[src/rtl/tsxb_audio_pkg.sv]
// Shared audio definitions for the sound generator and the I2S DAC serializer.
// Latency: n/a (types and constants only).
// Backpressure: n/a.
package tsxb_audio_pkg;

    // Native sample width produced by the sound block.
    localparam int SAMPLE_W    = 16;
    // I2S frame: 64 bit slots, each slot lasting 4 MCLK periods (MCLK = 256*fs).
    localparam int FRAME_SLOTS = 64;
    localparam int SLOT_MCLK   = 4;

    typedef struct packed {
        logic [SAMPLE_W-1:0] l;
        logic [SAMPLE_W-1:0] r;
    } stereo_t;

    // System clocks per audio frame for a given MCLK divider.
    function automatic int frame_clks(input int mclk_div);
        return FRAME_SLOTS * SLOT_MCLK * mclk_div;
    endfunction

endpackage

[src/rtl/i2s_shift.sv]
// One I2S channel: holds the loaded word and shifts it out MSB first, one bit per slot.
// Latency: bit_nxt_o is combinational; the parent registers it on the slot strobe.
// Backpressure: none, driven purely by the frame timing strobes.
//
// Ports:
//   clk, reset_n   clock, async active-low reset
//   load_i         capture din_i as the channel word (frame boundary)
//   din_i          sample word, two's complement
//   slot_stb_i     start of a bit slot belonging to this channel's half-frame
//   slot_first_i   qualifies slot_stb_i as slot 0 of the half-frame
//   bit_nxt_o      serial bit to present for the slot being started
module i2s_shift #(
    parameter int DATA_W = 16
) (
    input  logic              clk,
    input  logic              reset_n,
    input  logic              load_i,
    input  logic [DATA_W-1:0] din_i,
    input  logic              slot_stb_i,
    input  logic              slot_first_i,
    output logic              bit_nxt_o
);

    logic [DATA_W-1:0] word_q, word_d;
    logic [31:0]       sr_q, sr_d;

    always_comb begin
        // The left channel's slot 0 coincides with the frame load, so the
        // shift register must see the word being loaded in the same cycle.
        word_d = load_i ? din_i : word_q;
        sr_d   = sr_q;
        if (slot_stb_i) begin
            if (slot_first_i) begin
                // Slot 0 carries the I2S one-slot delay bit; the word starts at slot 1.
                sr_d = {word_d, {(32-DATA_W){1'b0}}};
            end else begin
                sr_d = {sr_q[30:0], 1'b0};
            end
        end
    end

    assign bit_nxt_o = slot_first_i ? 1'b0 : sr_q[31];

    always_ff @(posedge clk or negedge reset_n) begin
        if (!reset_n) begin
            word_q <= '0;
            sr_q   <= '0;
        end else begin
            word_q <= word_d;
            sr_q   <= sr_d;
        end
    end

endmodule

[src/rtl/i2s_dac_tx.sv]
// I2S DAC serializer: one stereo pair per frame in, MCLK/LRCK/SDATA out to the audio DAC.
// Latency: accept to first serial bit at most 2 frames + 1 slot; all outputs registered.
// Backpressure: single holding register; sample_ready drops when full and reopens on the frame load.
//
// Ports:
//   clk, reset_n            system clock, async active-low reset
//   en                      run enable; low parks the frame counter at 0 and zeros the DAC pins
//   sample_l/_r, sample_valid, sample_ready   pair handshake from the sound block
//   frame_stb               pulse on the last clk of each frame (next-pair request)
//   underrun                pulse when a frame load finds the holding register empty
//   dac_mclk, dac_lrck, dac_sdata              DAC pins (256*fs, fs, serial data)
module i2s_dac_tx
    import tsxb_audio_pkg::*;
#(
    parameter int DATA_W   = SAMPLE_W,
    parameter int MCLK_DIV = 4
) (
    input  logic              clk,
    input  logic              reset_n,
    input  logic              en,
    input  logic [DATA_W-1:0] sample_l,
    input  logic [DATA_W-1:0] sample_r,
    input  logic              sample_valid,
    output logic              sample_ready,
    output logic              frame_stb,
    output logic              underrun,
    output logic              dac_mclk,
    output logic              dac_lrck,
    output logic              dac_sdata
);

    localparam int              M         = $clog2(MCLK_DIV);
    localparam int              CW        = M + 8;
    localparam int              FRAME_CLK = frame_clks(MCLK_DIV);
    localparam logic [CW-1:0]   CNT_MAX   = CW'(FRAME_CLK - 1);

    typedef struct packed {
        logic [DATA_W-1:0] l;
        logic [DATA_W-1:0] r;
    } pair_t;

    logic [CW-1:0] cnt_q, cnt_d;
    pair_t         hold_q, hold_d;
    logic          hold_full_q, hold_full_d;
    logic          ready_q, ready_d;
    logic          frame_stb_q, frame_stb_d;
    logic          underrun_q, underrun_d;
    logic          mclk_q, mclk_d;
    logic          lrck_q, lrck_d;
    logic          sdata_q, sdata_d;

    logic          load;
    logic          accept;
    logic          shift_load;
    logic          bclk_fall;
    logic          half_r;
    logic          slot_first;
    logic          frame_end_d;
    logic          bit_l, bit_r;

    assign load       = (cnt_q == CNT_MAX);
    assign accept     = sample_valid && ready_q;
    // An empty holding register at load leaves the shift words untouched,
    // so the previous pair is replayed.
    assign shift_load = load && hold_full_q;

    // Every output register is computed from cnt_d so that, once clocked,
    // all pins reflect the same cnt_q value with no relative skew.
    always_comb begin
        cnt_d       = en ? cnt_q + CW'(1) : '0;

        hold_d      = hold_q;
        if (accept) begin
            hold_d.l = sample_l;
            hold_d.r = sample_r;
        end
        // At load the old contents move to the shift words; a same-cycle
        // accept refills the register.
        hold_full_d = load ? accept : (hold_full_q || accept);

        bclk_fall   = (cnt_d[M+1:0] == '0);
        half_r      = cnt_d[M+7];
        slot_first  = (cnt_d[M+6:M+2] == '0);
        frame_end_d = (cnt_d == CNT_MAX);

        ready_d     = !hold_full_d || frame_end_d;
        frame_stb_d = frame_end_d;
        underrun_d  = frame_end_d && !hold_full_d;

        mclk_d      = en && cnt_d[M-1];
        lrck_d      = en && half_r;

        sdata_d     = sdata_q;
        if (!en) begin
            sdata_d = 1'b0;
        end else if (bclk_fall) begin
            sdata_d = half_r ? bit_r : bit_l;
        end
    end

    i2s_shift #(.DATA_W(DATA_W)) u_shift_l (
        .clk          (clk),
        .reset_n      (reset_n),
        .load_i       (shift_load),
        .din_i        (hold_q.l),
        .slot_stb_i   (bclk_fall && !half_r),
        .slot_first_i (slot_first),
        .bit_nxt_o    (bit_l)
    );

    i2s_shift #(.DATA_W(DATA_W)) u_shift_r (
        .clk          (clk),
        .reset_n      (reset_n),
        .load_i       (shift_load),
        .din_i        (hold_q.r),
        .slot_stb_i   (bclk_fall && half_r),
        .slot_first_i (slot_first),
        .bit_nxt_o    (bit_r)
    );

    always_ff @(posedge clk or negedge reset_n) begin
        if (!reset_n) begin
            cnt_q       <= '0;
            hold_q      <= '0;
            hold_full_q <= 1'b0;
            ready_q     <= 1'b0;
            frame_stb_q <= 1'b0;
            underrun_q  <= 1'b0;
            mclk_q      <= 1'b0;
            lrck_q      <= 1'b0;
            sdata_q     <= 1'b0;
        end else begin
            cnt_q       <= cnt_d;
            hold_q      <= hold_d;
            hold_full_q <= hold_full_d;
            ready_q     <= ready_d;
            frame_stb_q <= frame_stb_d;
            underrun_q  <= underrun_d;
            mclk_q      <= mclk_d;
            lrck_q      <= lrck_d;
            sdata_q     <= sdata_d;
        end
    end

    assign sample_ready = ready_q;
    assign frame_stb    = frame_stb_q;
    assign underrun     = underrun_q;
    assign dac_mclk     = mclk_q;
    assign dac_lrck     = lrck_q;
    assign dac_sdata    = sdata_q;

endmodule

[config.mk]
export PLATFORM = sky130hd
export DESIGN_NAME = i2s_dac_tx
export DESIGN_NICKNAME = d
export VERILOG_FILES = /design/src/rtl/tsxb_audio_pkg.sv /design/src/rtl/i2s_shift.sv /design/src/rtl/i2s_dac_tx.sv
export SDC_FILE = /design/constraint.sdc
export NUM_CORES = 1
export LEC_CHECK = 0
export BUFFER_PORTS_ARGS = -buffer_cell sky130_fd_sc_hd__buf_2
export CAP_MARGIN = 20
export CORE_AREA = 2 2 93 185
export CTS_BUF_LIST = sky130_fd_sc_hd__clkbuf_4
export CTS_CLUSTER_DIAMETER = 50
export DETAILED_ROUTE_END_ITERATION = 6
export DIE_AREA = 0 0 95 187
export SYNTH_ARGS = -nofsm -noshare
export SYNTH_HDL_FRONTEND = slang
export SYNTH_SLANG_ARGS = --single-unit
export TNS_END_PERCENT = 30
[constraint.sdc]
create_clock -name clk -period 3 [get_ports clk]
set_clock_uncertainty 0.2 [all_clocks]
set_input_delay 0.15 -clock clk [delete_from_list [all_inputs] [get_ports clk]]
set_output_delay 0.15 -clock clk [all_outputs]
set_load 0.02 [all_outputs]
Yosys cells after proc, flatten, opt, wreduce, memory -nomap -nowiden. Index checks and enable logic that the tools add are counted.

Register bits after elaboration: 145. Word-level logic and storage cells: 42. Output and inout bits: 6.

Reduce and logical (&&, ||, !) cells: 13. Equality and inequality tests: 3. Multiplexer cells: 11. Add/sub/neg operators: 1.

Operators with widths (count): two-way mux 32 bit (2); two-way mux 16 bit (2); == test 10 bit (second input constant) (2); adder 10 x 1 -> 10 bit (second input constant) (1); two-way mux 10 bit (1); logical AND 1 bit (7); two-way mux 1 bit (6); zero test 5 bit (1); zero test 4 bit (1); zero test 1 bit (2); logical OR 1 bit (2); inequality test 2 x 1 -> 1 bit (second input constant) (1).

Longest topological paths before layout. Gate-level depths: netlist (run 1).

Depth after elaboration: 7. Mapped depth: 8. Mapped depth without buffers: 7.

Cells and area by module. Synthesis (run 1) repeated with hierarchy kept, for this count alone.

Cell total of the unflattened synthesis: 349. Area total of the unflattened synthesis: 4863.4 µm².

By module, submodules not included: i2s_shift (times used 2, area an instance 1456.4 µm², cells an instance 105); i2s_dac_tx (times used 1, area an instance 1950.6 µm², cells an instance 139).

Least setup slack after synthesis (run 1). No wires, ideal clock.

Path kind: flip-flop to flip-flop. From: register cnt_q[1]. To: register u_shift_r.sr_q[17]. Cell stages (with the launch flop): 8. Clock period less this slack: 2377 ps. Slack: 623 ps. Setup time: 96 ps. Arrival time: 2081 ps. Path through: dfrtp_1 -> ha_1 -> and3_1 -> o41ai_1 -> o211a_1 -> buf_2 -> a21oi_1 -> o31ai_1.

Cells in the longest elaborated chain, start to end: 4.

Ends and longest elaborated chain: start: declaration (line i2s_dac_tx.sv:42) `logic [CW-1:0] cnt_q, cnt_d;`; start signal: assignment (line i2s_dac_tx.sv:133) `cnt_q <= cnt_d;`; adder 10 x 1 -> 10 bit / == test 10 bit (equally long branches) (line i2s_dac_tx.sv:70, i2s_dac_tx.sv:61); two-way mux 10 bit / logical AND 1 bit (equally long branches) (line i2s_dac_tx.sv:70, i2s_dac_tx.sv:65); zero test 5 bit (tied with other cells) (line i2s_dac_tx.sv:83) `slot_first = (cnt_d[M+6:M+2] == '0);`; two-way mux 32 bit / logical AND 1 bit (equally long branches) (line i2s_shift.sv:33, i2s_dac_tx.sv:116); end signal: assignment (line i2s_shift.sv:50) `sr_q <= sr_d;`; end: declaration (line i2s_shift.sv:25) `logic [31:0] sr_q, sr_d;`.

Parallel ways exist; a longest one is shown, timed or not. A chain may end at the register's enable or synchronous reset.

Final worst setup path (run 1).
From: register cnt_q[0]. To: register u_shift_r.sr_q[21].

Same word-level chain as after synthesis.

==> flow_summary.toml, run 1 <==
[outcome]
status = "finished, final reports clean"

[routing]
post_drt_via_cell_ratio = 4.836
drtIter0Drc = 208
finalWirelength_um = 9456
drc = 0
first_pass_iters = 5
wl_per_cell_um = 13.80
postRouteAntennaNets = 0
vias = 3313

[die]
ios = 42
dieWidth_um = 95
coreArea_um2 = 16510
design.die.area_um2 = 17770
die_height_um = 187
start_util_pct = 29.37
rows = 67

[placement]
place.gp.congestion = 0.8027
preCtsSetupSlack_ns = 0.2164
dp.cells = 633
place.port_buffers = 41
dp_hpwl_um = 5837

[worst_setup_path]
critPathCapture = "u_shift_r.sr_q[21]"
slowest_stage = "inv_1"
reg2reg_from = "cnt_q[0]"
path_buf_inv = 1
reg2reg_to = "u_shift_r.sr_q[21]"
crit_family = "buffers and inverters"
cp_max_fo = 32
rrSetupSlack_ns = 0.24
critPathRequiredTime_ns = 3.17
crit_type = "reg -> reg"
critPathArrivalTime_ns = 2.93
crit_path_start_kind = "register"
cpPeakStageDelay_ns = 0.74
path_depth = 7
r2r_cells = 7
cp-end-kind = "register"
worstSetupStartpoint = "cnt_q[0]"
cp_cell_sequence = "ha_1 > nand4_1 > nor2_1 > mux2i_2 > inv_1 > nor3_1 > o31ai_1"

[cts]
htree_levels = 3
cts_tree = "yes"
cts_root_buf = "clkbuf_4"
cts.sinks = 112
postCtsSetupBuffers = 0
clk_latency_ns = 0.47
path_clk_slew_ns = 0.17
cts_made_buffers = 9
clockBufferDepth = 2
cts_resized = 0

[global_route]
antenna_found_initial = 0
grt_pass1_vias = 3295
grt_use_total_pct = 11.13
grt-ovfl-total = 0
grt_pass1_wl_um = 15920
grt_max_degree = 74

[timing]
setup_violations = 0
period_share_pct = 92.06
max_freq_mhz = 362.1
timing.final.crit_period_ns = 2.762
slew_headroom_pct = 32.06
worst_slew_pin_slew_ns = 1.018
drv_slew = 0
tns_ns = 0
rsz0062_at_grt = "true"
hold_viol_final = 0
fin_ws_ns = 0.2383

[synth]
synth.net_count = 441
yosys.cell_count.top_type = "dfrtp_1"
synth_area_um2 = 4851
ys_seq_elements = 112
synth-seq-area-share_pct = 57.78
ys.warnings.count = 0
ys_top_cells_by_area = "dfrtp_1 58%, mux2_2 15%, o31ai_1 5.1%"
synth_edf_count = 0
async_flop_share_pct = 100.0
synth_top_area_share_pct = 57.78
synthTopCellsByCount = "112 x dfrtp_1, 63 x mux2_2, 37 x nand2_1"
synth_top_area_cell = "dfrtp_1"
syn_inst = 404
yosysUniqueCellTypes = 45
syn_avg_cell_area_um2 = 12.01
ys.flop_type = "dfrtp_1"

[layout]
final_nets = 510
multi_input_area_um2 = 1916
drive_gt1_share_pct = 29.08
seq_area_um2 = 2803
area_delta_synth_final_pct = 19.40
n_antenna_cell = 0
final_cells = 685
fillers = 1648

[pwr]
ir_drop_v = 0.0004228
p_leak_nw = 2.635
power_density_nw_per_um2 = 489.6

[job]
cap_viol_max_count = 0

[worst_hold_path]
hold_path.class = "in -> reg"
-- logic make-up after synthesis --
| group | synth area share (%) |
|---|---|
| XOR/XNOR | 0.7223 |
| adder cells (fa/ha/maj) | 0.2579 |
| AO/OA/AOI/OAI | 12.25 |
| flip-flops | 57.78 |
| multiplexers | 15.24 |
| buffers and inverters | 2.940 |
| AND/OR/NAND/NOR | 10.81 |
-- layer usage --
| layer | track usage [%] | wire length, um | part of all wire, % |
|---|---|---|---|
| met5 | 0 | 0 | 0 |
| met4 | 4.682 | 189 | 2.0 |
| met3 | 2.377 | 315 | 3.3 |
| met2 | 16.37 | 4292 | 45 |
| met1 | 15.78 | 4659 | 49 |
-- stage by stage --
step	area, um2	util (%)	hold slack, ns	total power, W
after floorplan	4851	-	-0.3456	0.001944
after global placement	5280	31.97	-0.03599	0.002044
after detailed placement	5280	31.97	-0.03706	0.002062
after CTS	5792	35.07	0.1381	0.002877
after global routing	5792	35.07	0.1737	0.002983
final	5792	35.07	0.1258	0.002836
-- layout make-up --
cell class | count | share of cell area [%]
Clock buffer | 10 | 1.296
Clock inverter | 6 | 1.145
Inverter | 4 | 0.2592
Multi-Input combinational cell | 260 | 33.07
Sequential cell | 112 | 48.39
Tap cell | 207 | 4.472
Timing Repair Buffer | 86 | 11.36
-- worst register-to-register path: cells and delay by family (launching register included) --
kind	cells	cell delay [ns]
AND/OR/NAND/NOR	3	0.52
multiplexers	1	0.09
adder cells (fa/ha/maj)	1	0.29
flip-flops	1	0.53
buffers and inverters	1	0.74
AO/OA/AOI/OAI	1	0.29
-- cell usage in the layout, fill, tap and decap left out, types with 9 or more instances in the layout --
cell type and n:
a21oi_1 33, buf_2 40, nand2_1 37, buf_4 9, mux2_2 63, o31ai_1 33, dfrtp_1 112, dlygate4sd3_1 35
nor3_1 30, nor2_1 9, clkbuf_4 10
-- where the power goes --
| part | leakage, nW | switching [W] | internal, W |
|---|---|---|---|
| registers | 1.49 | 0.0000885 | 0.00167 |
| clock network | 0.0711 | 0.000505 | 0.000267 |
| logic | 1.08 | 0.000117 | 0.000185 |
| total | 2.63 | 0.000710 | 0.00213 |
-- how the worst min path moves through the flow --
stage / cells after the start / endpoint / startpoint
global route: 4 / hold_q[13] / sample_valid
floorplan: 0 / cnt_q[0] / reset_n
detailed placement: 1 / cnt_q[5] / reset_n
global placement: 1 / cnt_q[5] / reset_n
finish: 5 / hold_full_q / sample_valid
CTS: 5 / hold_full_q / sample_valid
-- repair_timing --
| item | in CTS | in global routing |
|---|---|---|
| endpoints found under the setup margin | 0 | 2 |
| hold buffers | 36 | 0 |
| endpoints found under the hold margin | 157 | 0 |
-- flip-flops by register name, summed over array words and instances, names as in the netlist --
signal and flops:
dac_lrck 1, frame_stb 1, dac_sdata 1, underrun 1, u_shift_l.word_q 16, u_shift_r.sr_q 16, cnt_q 10, hold_q 32
u_shift_r.word_q 16, hold_full_q 1, u_shift_l.sr_q 16, sample_ready 1
No activity file was read; power rests on OpenSTA's default activity.
==> run 2: changes to the inputs <==
CTS_BUF_LIST = sky130_fd_sc_hd__clkbuf_4 sky130_fd_sc_hd__clkbuf_8   (was sky130_fd_sc_hd__clkbuf_4)
==> flow_summary.toml, run 2 (synthesis results as in run 1) <==
[outcome]
status = "finished, final reports clean"

[global_route]
grt_max_degree = 74
antenna_found_initial = 0
grt_pass1_wl_um = 15800
grt_pass1_vias = 3272
grt_use_total_pct = 11.01
grt-ovfl-total = 0

[die]
coreArea_um2 = 16510
die_height_um = 187
design.die.area_um2 = 17770
ios = 42
rows = 67
start_util_pct = 29.37
dieWidth_um = 95

[routing]
wl_per_cell_um = 13.58
wl_met2_um = 4276
postRouteAntennaNets = 0
drtIter0Drc = 203
dr_wl_met3_um = 258
finalWirelength_um = 9277
wl_met1_um = 4561
first_pass_iters = 4
top_layer = "met4"
post_drt_via_cell_ratio = 4.849
drc = 0
vias = 3312

[layout]
n_antenna_cell = 0
area_delta_synth_final_pct = 20.14
top_register = "hold_q"
drive_gt1_share_pct = 29.20
layout.cells.most_common = "dfrtp_1"
final_nets = 508
fillers = 1640
layout_common_cells = "112 x dfrtp_1, 63 x mux2_2, 40 x buf_2"
fin_util_pct = 35.29
largest_register_ffs = 32

[placement]
dp_hpwl_um = 5837
place.port_buffers = 41
place.gp.congestion = 0.8027
preCtsSetupSlack_ns = 0.2164

[timing]
setup_violations = 0
hold_slack_ns = 0.09011
rsz0062_at_grt = "true"
fin_ws_ns = 0.2622
worst_slew_pin_slew_ns = 1.015
drv_slew = 0
timing.final.crit_period_ns = 2.738
max_freq_mhz = 365.3
slew_headroom_pct = 32.24
period_share_pct = 91.26
hold_viol_final = 0

[cts]
cts_root_buf = "clkbuf_8"
postCtsSetupBuffers = 0
clk_latency_ns = 0.38
htree_levels = 3
clockBufferDepth = 2
cts_tree = "yes"
path_clk_slew_ns = 0.11
cts_made_buffers = 9
cts.sinks = 112

[pwr]
ir_drop_v = 0.0003004
power.share.combinational_pct = 9.9
power_density_nw_per_um2 = 514.3
p_int_w = 0.002280
p_switching_w = 0.0007177
clkPwrFrac_pct = 31.3
seq_power_share_pct = 58.8
power_w = 0.002998
p_leak_nw = 2.650
swShare_pct = 23.94

[job]
cap_viol_max_count = 0

[worst_setup_path]
crit_path_start_kind = "register"
critPathRequiredTime_ns = 3.08
crit_type = "reg -> reg"
critPathArrivalTime_ns = 2.82
cp_max_fo = 32
cp-end-kind = "register"

[worst_hold_path]
hold_path.class = "in -> async"
run 2: cell count changes in the layout (fill, tap and decap cells not counted), sizes merged:
cell / previous run / this run
clkinv: 1 / 0
clkbuf: 10 / 11
dlygate4sd3: 35 / 34
buf: 51 / 50
run 2: path summary, 6_finish.rpt:
| kind | depth (start not counted) | end | slack (ns) | from |
|---|---|---|---|---|
| min in group clk | 5 | hold_full_q | 0.24 | sample_valid |
| max in group asynchronous | 3 | u_shift_l.sr_q[30] | 1.77 | reset_n |
| max reg2reg | 7 | u_shift_l.sr_q[16] | 0.26 | cnt_q[0] |
| min reg2reg | 2 | u_shift_r.sr_q[22] | 0.29 | u_shift_r.sr_q[22] |
| max | 7 | u_shift_l.sr_q[16] | 0.26 | cnt_q[0] |
| min | 2 | cnt_q[5] | 0.09 | reset_n |
run 2: final cells by class:
cell class / count / area, um2 / share of cell area (%)
flip-flops and latches: 112 / 2803 / 48.09
multi-input cells: 260 / 1916 / 32.87
repair buffers: 84 / 628.1 / 10.78
well taps: 207 / 259.0 / 4.444
clock buffers: 11 / 145.1 / 2.490
clock inverters: 5 / 62.56 / 1.073
inverters: 4 / 15.01 / 0.2576
run 2: repair_timing:
item | CTS | global route
endpoints found under the hold margin | 76 | 0
resized for setup | 0 | 0
hold buffers | 34 | 0
setup endpoints to repair | 0 | 1
run 2: worst max-delay path, stage by stage, from the launching register on:
cell and delay [ns]:
dfrtp_1 0.51, ha_1 0.29, nand4_1 0.17, nor2_1 0.20, mux2i_2 0.09, inv_1 0.74
nor2_1 0.15, a31o_2 0.29
run 2: metrics by stage:
stage,instances,instance area [um2],TNS [ns]
after floorplan,404,4851,0
after global placement,633,5280,0
after detailed placement,633,5280,0
after CTS,683,5828,0
after global routing,683,5828,-0.01200
final,683,5828,0
run 2: power groups by stage:
| stage | Sequential [W] | Combinational, W | Clock (W) |
|---|---|---|---|
| 6_report | 0.00176 | 0.000296 | 0.000939 |
| 5_1_grt | 0.00179 | 0.000331 | 0.00103 |
| 4_1_cts | 0.00177 | 0.000303 | 0.000978 |
| 3_5_place_dp | 0.00180 | 0.000267 | 0 |
| 3_3_place_gp | 0.00179 | 0.000257 | 0 |
| 2_1_floorplan | 0.00176 | 0.000182 | 0 |
run 2: layer usage:
| metal | track usage, % | vias to the layer above |
|---|---|---|
| met3 | 2.015 | 14 |
| met1 | 15.63 | 1633 |
| li1 | - | 1607 |
| met4 | 5.184 | 0 |
| met5 | 0 | - |
| met2 | 16.12 | 58 |
==> run 3: changes to the inputs <==
REMOVE_ABC_BUFFERS = 1   (was default)
==> flow_summary.toml, run 3 (synthesis results as in run 1) <==
[outcome]
status = "finished, final reports clean"

[routing]
finalWirelength_um = 9135
postRouteAntennaNets = 0
drtIter0Drc = 198
wl_per_cell_um = 13.36
first_pass_iters = 4
drc = 0
vias = 3235
post_drt_via_cell_ratio = 4.730

[die]
design.die.area_um2 = 17770
die_height_um = 187
rows = 67
coreArea_um2 = 16510
start_util_pct = 29.37
ios = 42
dieWidth_um = 95

[timing]
period_share_pct = 87.29
tns_ns = 0
timing.final.crit_period_ns = 2.619
hold_viol_final = 0
worst_slew_pin_slew_ns = 0.6223
rsz0062_at_grt = "false"
setup_violations = 0
drv_slew = 0
fin_ws_ns = 0.3813
max_freq_mhz = 381.9
slew_headroom_pct = 58.42

[cts]
postCtsSetupBuffers = 0
clk_latency_ns = 0.38
htree_levels = 3
cts_resized = 0
clockBufferDepth = 2
cts_made_buffers = 9
holdBufCountCts = 34
cts_tree = "yes"
cts_root_buf = "clkbuf_8"
path_clk_slew_ns = 0.10
cts.sinks = 112

[layout]
n_antenna_cell = 0
fillers = 1627
multi_input_area_um2 = 1916
layout_common_cells = "112 x dfrtp_1, 63 x mux2_2, 40 x buf_2"
layout.cells.most_common = "dfrtp_1"
drive_gt1_share_pct = 29.35
area_delta_synth_final_pct = 20.89
fin_util_pct = 35.51
final_nets = 509
seq_area_um2 = 2803
top_register = "hold_q"
largest_register_ffs = 32

[worst_setup_path]
slowest_stage = "dfrtp_1"
critPathArrivalTime_ns = 2.70
cp-end-kind = "register"
crit_type = "reg -> reg"
cpPeakStageDelay_ns = 0.49
crit_family = "compound AO/OA/AOI/OAI gates"
path_buf_inv = 1
critPathRequiredTime_ns = 3.08
crit_path_start_kind = "register"
reg2reg_from = "cnt_q[0]"
worstSetupStartpoint = "cnt_q[0]"
cp_max_fo = 31
cp_cell_sequence = "ha_1 > and3_1 > o41ai_1 > o211a_1 > buf_4 > a21oi_1 > o31ai_1"

[global_route]
grt_pass1_wl_um = 15870
antenna_found_initial = 0
grt_max_degree = 67
grt_pass1_vias = 3267
grt-ovfl-total = 0
grt_use_total_pct = 11.02

[pwr]
p_leak_nw = 2.680
power_density_nw_per_um2 = 521.3
p_int_w = 0.002358
clkPwrFrac_pct = 32.9
swShare_pct = 22.87
power.share.combinational_pct = 9.6
seq_power_share_pct = 57.5
p_switching_w = 0.0006992
ir_drop_v = 0.0002824

[placement]
dp_hpwl_um = 5790
place.port_buffers = 41
preCtsSetupSlack_ns = 0.3988
place.gp.congestion = 0.7875

[worst_hold_path]
hold_path.class = "in -> async"

[job]
cap_viol_max_count = 0
## run 3: final timing paths
check	cells after the start	to	slack [ns]
max in group asynchronous	3	u_shift_l.word_q[12]	1.74
max reg2reg	7	u_shift_r.sr_q[31]	0.38
max	7	u_shift_r.sr_q[31]	0.38
min reg2reg	2	u_shift_l.sr_q[26]	0.28
min in group clk	4	hold_q[16]	0.24
min	2	cnt_q[5]	0.12
## run 3: power groups by stage
stage                     logic, W  clock network (W)  registers (W)
after floorplan           0.000177                  0        0.00176
after global placement    0.000255                  0        0.00179
after detailed placement  0.000264                  0        0.00179
after CTS                 0.000300            0.00103        0.00176
after global routing      0.000329            0.00110        0.00178
final                     0.000293            0.00101        0.00176
## run 3: routing by layer
metal / global-route usage (%) / share of wire (%)
met5: 0 / 0
met4: 4.404 / 2.0
met3: 2.216 / 3.0
met2: 16.72 / 46
met1: 15.31 / 49
## run 3: area by class of cell
class | instances | area share (%)
Clock buffer | 11 | 2.475
Clock inverter | 5 | 1.344
Inverter | 4 | 0.2560
Sequential cell | 112 | 47.79
Timing Repair Buffer | 85 | 11.05
Multi-Input combinational cell | 260 | 32.66
Tap cell | 207 | 4.416
## run 3: through the flow
step           area, um2  hold WS, ns  power (W)  cells
6_report            5864       0.1158   0.003057    684
5_1_grt             5864       0.1722   0.003208    684
4_1_cts             5864       0.1295   0.003093    684
3_5_place_dp        5300     0.001820   0.002055    634
3_3_place_gp        5300    -0.003713   0.002041    634
2_1_floorplan       4723      -0.3456   0.001939    376
